## config.mk

```make
export PLATFORM = sky130hd
export DESIGN_NAME = max_sel
export DESIGN_NICKNAME = d
export VERILOG_FILES = /design/src/rtl/max_sel.sv
export SDC_FILE = /design/constraint.sdc
export NUM_CORES = 1
export LEC_CHECK = 0
export CORE_AREA = 10 10 47 49
export CTS_BUF_LIST = sky130_fd_sc_hd__clkbuf_16
export DETAILED_ROUTE_END_ITERATION = 7
export DIE_AREA = 0 0 57 59
export HOLD_SLACK_MARGIN = 0.05
export PLACE_DENSITY = 0.56
export RECOVER_POWER = 50
export SLEW_MARGIN = 0
export SYNTH_ARGS = -nofsm -noshare
export SYNTH_HDL_FRONTEND = slang
export SYNTH_SLANG_ARGS = --single-unit
```

## constraint.sdc

```tcl
create_clock -name clk -period 0.8 [get_ports clk]
set_input_delay 0.16 -clock clk [delete_from_list [all_inputs] [get_ports clk]]
set_output_delay 0.16 -clock clk [all_outputs]
set_load 0.005 [all_outputs]
```

## src/rtl/max_sel.sv

```systemverilog
// Registered two-input maximum selector: picks the larger of in1/in2, reports
// which input won and whether they were equal, one cycle after sampling.
module max_sel #(
    parameter int WIDTH  = 2,
    parameter bit SIGNED = 1'b0
) (
    input  logic             clk,
    input  logic             rst_n,
    input  logic             in_valid,
    input  logic [WIDTH-1:0] in1,
    input  logic [WIDTH-1:0] in2,
    output logic [WIDTH-1:0] out,
    output logic             sel,
    output logic             eq,
    output logic             out_valid
);

    logic             w_gt_signed;
    logic             w_gt_unsigned;
    logic             w_gt;
    logic             w_eq;
    logic [WIDTH-1:0] w_max;

    logic [WIDTH-1:0] r_out;
    logic             r_sel;
    logic             r_eq;
    logic             r_out_valid;

    // Strict greater-than keeps ties on in1 (lower index wins).
    assign w_gt_signed   = $signed(in2) > $signed(in1);
    assign w_gt_unsigned = in2 > in1;
    assign w_gt          = SIGNED ? w_gt_signed : w_gt_unsigned;
    assign w_eq          = (in1 == in2);
    assign w_max         = w_gt ? in2 : in1;

    always_ff @(posedge clk or negedge rst_n) begin
        if (!rst_n) begin
            r_out       <= '0;
            r_sel       <= 1'b0;
            r_eq        <= 1'b0;
            r_out_valid <= 1'b0;
        end else begin
            r_out_valid <= in_valid;
            // Idle cycles leave the last result in place, whatever the inputs carry.
            if (in_valid) begin
                r_out <= w_max;
                r_sel <= w_gt;
                r_eq  <= w_eq;
            end
        end
    end

    assign out       = r_out;
    assign sel       = r_sel;
    assign eq        = r_eq;
    assign out_valid = r_out_valid;

endmodule

```

=== Word-level counts from Yosys, hierarchy flattened ===
Index checks and enable logic that the tools add are counted.

* Word-level logic and storage cells: 7
* Output and inout bits: 5
* Bits of input ports: 7
* Bits in registers: 5

* Mux-type cells: 1
* Order comparisons: 1
* Equality and inequality tests: 1

{| class="wikitable"
|+ Operators with widths
! operator !! number
|-
| 2-bit equality test || 1
|-
| 2-bit > comparator || 1
|-
| 2-bit two-way mux || 1
|}

=== Logic depth before layout (Yosys ltp) ===
* Depth after elaboration: 2
* Mapped depth: 5

=== Least setup slack after synthesis ===
No wires, ideal clock.

* Kind: input -> register
* Start: in in1[1]
* End: reg r_out[0], in the netlist out[0]
* Data arrival time: 0.958 ns
* Library setup time: 0.081 ns
* Required time: 0.719 ns
* Slack: -0.240 ns
* Stages: 5
* Cell sequence: inv_1 -> ha_1 -> nand2b_4 -> a21bo_1 -> a31oi_2

* Word-level cells in the longest chain between the ends: 2

{| class="wikitable"
|+ RTL lines
! item !! RTL line !! RTL
|-
| start: declaration || 10 || <nowiki>input logic [WIDTH-1:0] in1,</nowiki>
|-
| 2-bit > comparator || 31 || <nowiki>assign w_gt_unsigned = in2 > in1;</nowiki>
|-
| 2-bit two-way mux || 34 || <nowiki>assign w_max = w_gt ? in2 : in1;</nowiki>
|-
| end signal: assignment || 46 || <nowiki>r_out <= w_max;</nowiki>
|-
| end: declaration || 24 || <nowiki>logic [WIDTH-1:0] r_out;</nowiki>
|}

No other way between the ends.
A chain may end at the register's enable or synchronous reset.

=== Final worst setup path ===
* Start: reg r_out[1], in the netlist out[1]
* End: out out[1]

{| class="wikitable"
|+ RTL lines
! item !! RTL line !! RTL
|-
| end: declaration || 12 || <nowiki>output logic [WIDTH-1:0] out,</nowiki>
|}

No word-level cell between the ends.

==> metrics.md <==
| Metric | Value |
|---|---|
| Hold Vio Cnt, Final | 0 |
| Int Pwr | between 1000 and 1500 uW |
| Clock group share of total power | 0.604 |
| Part of the power in combinational logic | 0.172 |
| TritonCTS Buffers | 3 |
| Max-Cap Viols | 0 |
| CP Cell Sequence | buf_2 |
| Initial core utilization | 0.1946 |
| Htree depth | 1 |
| Syn Std Cell Area | about 270 sq um |
| RSZ-0062 raised after global routing | yes |
| CP required | between 0.6 and 0.7 ns |
| Antenna violations before repair | 0 |
| Finish-stage setup viols | 6 |
| Period utilization | 1.106 |
| CTS clock-pin slew for the worst setup and hold paths | around 0.030 ns |
| Max clock buf depth | 2 |
| First-pass DRT Iterations | 2 |
| Leak Pwr | 0.0002632 uW |
| DIE WIDTH | approximately 57 um |
| Switching component of the power | ~260 uW |
| Via count | ~230 |
| Fmax achieved | approximately 1.1 GHz |
| I/O pin total | 12 |
| Final wirelength | about 640 um |
| Failing checks | negative setup slack |
| Row cnt | 14 |
| Pwr per Cell Area | 2472 nW/um^2 |
| Synth Instances | 25 |
| Worst reg2reg startpoint | sel |
| Synth unique cells | 12 |
| RR Endpoint | sel |
| Actual slew at the worst max-slew pin | roughly 0.33 ns |
| Overall routing resource usage | 0.04382 |
| Share of cells above drive strength 1 | 0.6190 |
| Crit. End Element | output pin |
| Setup TNS Final | -0.3986 ns |
| Sequential group share of total power | 0.224 |
| CTS Hold Bufs | 0 |
| Relative slew slack | 0.7805 |
| Worst Path Arrival | between 0.7 and 0.8 ns |
| CP Class | reg2out |
| First-pass GRT wire length | between 1000 and 1500 um |
| Critical path fanouts, max | 2 |
| Critical Path Slowest Stage Cell | dfrtp_1 |
| Worst Path Buf+Inv | 1 |
| Max VDD drop | roughly 1000 uV |
| Min-delay worst type | in2async |
| Core ar. | 1401 sq um |
| Crit path from | out[1] |
| Clk root buf | clkbuf_16 |
| Die ar. | approximately 3400 sq um |
| Sw Ratio | 0.1995 |
| CTS tree | built |
| Startpoint types | flip-flop |
| Drt drc | 0 |
| Register area share after synthesis | 0.4587 |
| R2R cell count | 3 |
| R2R Setup Slk | about 0.08 ns |
| Vias per inst | 3.983 |
| Final Critical Period | 0.8845 ns |
| Outcome | finished, violations left |
| Post-DP Area | 454.2 sq um |
| Register bit total from synthesis | 5 |
| Post-Route Skew | 0 ns |
| DP HPWL | around 500 um |
| Power after layout | approximately 1300 uW |
| PortBufs | 11 |
| Largest net degree at the start of global routing | 8 |
| Syn avg cell area | around 11 sq um |
| P&R area growth vs syn | 96.33% |
| Max-slew violations | 0 |
| Sink Count | 5 |
| Syn. warnings | 0 |
| CP peak stage delay | 0.37 ns |
| Fin area | around 540 sq um |
| Syn Nets | 35 |
| Number of diodes | 0 |
| Die H | just under 60 um |
| Final WS setup | -0.08454 ns |
| 1st-iter DRT viols | 1 |
| Final nets | 53 |
| Routed length per instance | roughly 11 um |
| Final Wtd Congestion | approximately 0.76 |
| Antenna-violating nets left | 0 |
| Vias in the first global route | 270 |
| Crit path max-delay family | flip-flops |
| Grt ovf | 0 |
| Later-pin clock latency in the skew report | about 0.23 ns |
## state kept, by name (all words and copies together), names as in the netlist
register,count
eq,1
out,2
out_valid,1
sel,1
## kinds of logic (layout without fill, tap and decap cells)
family                     after synthesis  after routing  synth area share
and+or+nand+nor                          4              4            0.1009
AOI/OAI and AO/OA                        4              4            0.1284
muxes                                    2              2           0.07340
DFF                                      5              5            0.4587
buffers and inverters                    7             24            0.1009
adders and majority gates                3              3            0.1376
## layout by cell type (no fill, tap or decap), drive strengths merged
master	Yosys	final
a21bo	1	1
a31oi	1	1
buf	0	12
clkbuf	1	3
dfrtp	5	5
dlygate4sd2	0	1
dlygate4sd3	0	1
ha	3	3
inv	6	7
mux2i	2	2
nand2b	1	1
nand3	2	2
nor2	1	1
o21ai	1	1
o21bai	1	1
## cells in the mapped netlist
library cell,count,area [sq um]
clkbuf_2,1,5.000
mux2i_1,2,20.02
inv_1,6,22.52
nand2b_4,1,13.76
a31oi_2,1,12.51
ha_1,3,37.54
nor2_1,1,3.750
a21bo_1,1,10.01
dfrtp_1,5,125.1
o21bai_1,1,7.510
nand3_1,2,10.01
o21ai_0,1,5.000
## through the flow
step	std cells	setup slack (ns)	hold WS, ns	util
2_1_floorplan	25	-0.1499	-0.1356	-
3_3_place_gp	53	-0.8378	0.3883	0.3241
3_5_place_dp	53	-0.8664	0.3921	0.3241
4_1_cts	57	-0.09653	0.1621	0.3741
5_1_grt	58	-0.1064	0.2524	0.3821
6_report	58	-0.08454	0.2270	0.3821
## routing by layer
layer  global-route usage  wire length (um)  vias up
li1                     -                 -      113
met1              0.04562               288      100
met2              0.04806               223       14
met3              0.03648                95        4
met4              0.05034                36        0
met5                    0                 0        -
## worst max path at each step
stage / end / slack, ns / depth (start not counted)
after floorplan: out[0] / -0.15 / 5
after global placement: out[0] / -0.84 / 6
after detailed placement: out[0] / -0.87 / 6
after CTS: sel / -0.1 / 1
after global routing: eq / -0.11 / 1
final: out[1] / -0.08 / 1
## repair_timing
item	in CTS	in global routing
setup buffers	0	1
gates resized for setup	46	1
pin swaps	6	1
endpoints found under the setup margin	9	8
## power by group through the flow
stage	combinational [uW]	clock (uW)	sequential, uW
floorplan	102	0	303
global placement	229	0	298
detailed placement	234	0	301
CTS	219	813	297
global route	251	826	300
finish	228	800	296
## layout make-up
class                   count  area (sq um)
fillers                   147         865.8
multi-input cells          13         167.7
flip-flops and latches      5         125.1
repair buffers             14         106.4
clock buffers               3         75.07
inverters                   6         37.54
well taps                  16         20.02
clock inverters             1         3.754
Power figures use the tool's default switching activity.
==> variant: new RTL, config.mk and constraints unchanged <==
Add an input register stage for `in_valid`, `in1` and `in2`, without a reset; this delays them by one clock. Comments in the files are not updated.
--- a/src/rtl/max_sel.sv
+++ b/src/rtl/max_sel.sv
@@ -17,2 +17,12 @@
 
+    logic in_valid_q;
+    logic [WIDTH-1:0] in1_q;
+    logic [WIDTH-1:0] in2_q;
+
+    always_ff @(posedge clk) begin
+        in_valid_q <= in_valid;
+        in1_q      <= in1;
+        in2_q      <= in2;
+    end
+
     logic             w_gt_signed;
@@ -29,7 +39,7 @@
     // Strict greater-than keeps ties on in1 (lower index wins).
-    assign w_gt_signed   = $signed(in2) > $signed(in1);
-    assign w_gt_unsigned = in2 > in1;
+    assign w_gt_signed   = $signed(in2_q) > $signed(in1_q);
+    assign w_gt_unsigned = in2_q > in1_q;
     assign w_gt          = SIGNED ? w_gt_signed : w_gt_unsigned;
-    assign w_eq          = (in1 == in2);
-    assign w_max         = w_gt ? in2 : in1;
+    assign w_eq          = (in1_q == in2_q);
+    assign w_max         = w_gt ? in2_q : in1_q;
 
@@ -42,5 +52,5 @@
         end else begin
-            r_out_valid <= in_valid;
+            r_out_valid <= in_valid_q;
             // Idle cycles leave the last result in place, whatever the inputs carry.
-            if (in_valid) begin
+            if (in_valid_q) begin
                 r_out <= w_max;
Behaviour: not the same (Yosys sat finds a counterexample within 4 cycles, from zero or initial values and one cycle with rst_n low).
==> variant against the original RTL <==
  * The flow still finishes with violations (negative setup slack)
  * Worst setup slack lost 0.26 ns
  * Critical path depth grew 4
  * Wire length grew 6.7%
  * First-iteration DRC count shrank 100%
  * Area after synthesis grew 37%
  * Utilization grew 7.0 points
  * Final area grew 18%
  * Sequential cell count grew 5
  * Power grew 25%
  * Cell count grew 10%
  * Largest cell class is now registers
==> variant: results (changes against the original RTL) <==
top_reg_cell synth dfxtp_1; crit-path max FO 4 (+2); post-synthesis cell type count 13 (+1); routing usage on met2 0.0729 (+0.0248); worst setup margin -0.342 ns (-0.257 ns); Hold Worst Slack 0.219 ns (-0.00849 ns); vias in the first global route 282 (+4.4%); Post-Syn Nets 40 (+14%); Worst Path Arrival 1.30 ns (+0.58 ns); wire length of the first global-routing pass 1170 µm (+8.3%); Root Driver clkbuf_16; placed instance area 507 µm² (+12%); ranking of synthesized cells by area dfrtp_1 (34%), dfxtp_1 (27%), ha_1 (10%); Global Route met1 Usage 0.0411 (-0.00456); initial antenna violation count 0 (unchanged); Commonest cells post-synth inv_1 (6), dfrtp_1 (5), dfxtp_1 (5), ha_1 (3); busiest grt layer met2; nets 59 (+11%); Max VDD drop 1.35 mV (+34%); Clock Skews 0.000799 ns (+0.000799 ns); layout cells sized above 1 0.521 (-0.0982); Vias/cell 4.11 (+3.2%); CP max-delay cell dfxtp_2; CP max stage delay 0.31 ns (-0.06 ns); Pre-Repair DR Iteration Count 1 (-1); Leak 0.295 nW (+12%); HPWL after detailed placement 521 µm (+4.0%); GR Util All Layers 0.0465 (+0.00270); RePlAce Congestion 0.729 (-4.2%); family with the most delay on the worst path compound AO/OA/AOI/OAI gates; drt first-iter violations 0 (-1); Worst-Margin Slew 0.232 ns (-0.0977 ns); Post-Place Setup Slack -0.445 ns (+0.422 ns); setup violators final 8 (+2); asr flop ratio synth 0.500 (-0.500); R2R Path Start in1_q[1]$_DFF_P_; status finished, violations left; GR Util met3 0.0300 (-0.00644); violated checks negative setup slack; sequential-to-total area share from yosys stat 0.604 (+0.145); Clock Tree Buf Depth 2 (unchanged); worst r2r dst out[0]$_DFFE_PN0P_; FF-to-FF path depth 5 (+2)
[variant: final cells by class]
cell class              count  area [µm²]
clock inverters             1        3.75
fillers                   132         768
repair buffers             15         115
clock buffers               3        75.1
multi-input cells          13         168
well taps                  16        20.0
flip-flops and latches     10         229
inverters                   6        22.5
[variant: worst max path at each step]
stage | end | slack (ns) | from
floorplan | out[0]$_DFFE_PN0P_ | -0.37 | in2_q[1]$_DFF_P_
global placement | out[0]$_DFFE_PN0P_ | -0.43 | in2_q[1]$_DFF_P_
detailed placement | out[0]$_DFFE_PN0P_ | -0.44 | in2_q[1]$_DFF_P_
CTS | out[0]$_DFFE_PN0P_ | -0.35 | in1_q[1]$_DFF_P_
global route | out[0]$_DFFE_PN0P_ | -0.38 | in2_q[1]$_DFF_P_
finish | out[0]$_DFFE_PN0P_ | -0.34 | in1_q[1]$_DFF_P_
[variant: routing by layer]
| layer | vias up | wire [µm] |
|---|---|---|
| li1 | 133 | - |
| met2 | 11 | 328 |
| met3 | 2 | 81 |
| met4 | 0 | 16 |
| met1 | 117 | 260 |
| met5 | - | 0 |
[variant: metrics by stage]
step                utilization  total power [W]  TNS (ns)  cells
detailed placement        0.362         0.000764     -2.08     57
finish                    0.452          0.00165     -1.30     64
global route              0.452          0.00174     -1.57     64
floorplan                     -         0.000652    -0.787     30
global placement          0.362         0.000758     -1.98     57
CTS                       0.425          0.00164     -1.38     61
[variant: logic make-up after synthesis]
family | after synthesis | share of synthesized area
flip-flops | 10 | 0.604
AND/OR/NAND/NOR | 4 | 0.0738
adder cells (fa/ha/maj) | 3 | 0.101
buffers and inverters | 7 | 0.0738
multiplexers | 2 | 0.0537
AO/OA/AOI/OAI | 4 | 0.0940
[variant: power by group]
part / switching [W] / internal (W) / leakage [nW]
logic: 0.0000802 / 0.000135 / 0.156
clock network: 0.000212 / 0.000653 / 0.0385
registers: 0.0000255 / 0.000549 / 0.101
total: 0.000318 / 0.00134 / 0.295
[variant: what timing repair did]
action,CTS,global route
endpoints found under the setup margin,8,9
buffers inserted,0,3
resized for setup,25,6
pin swaps,4,1
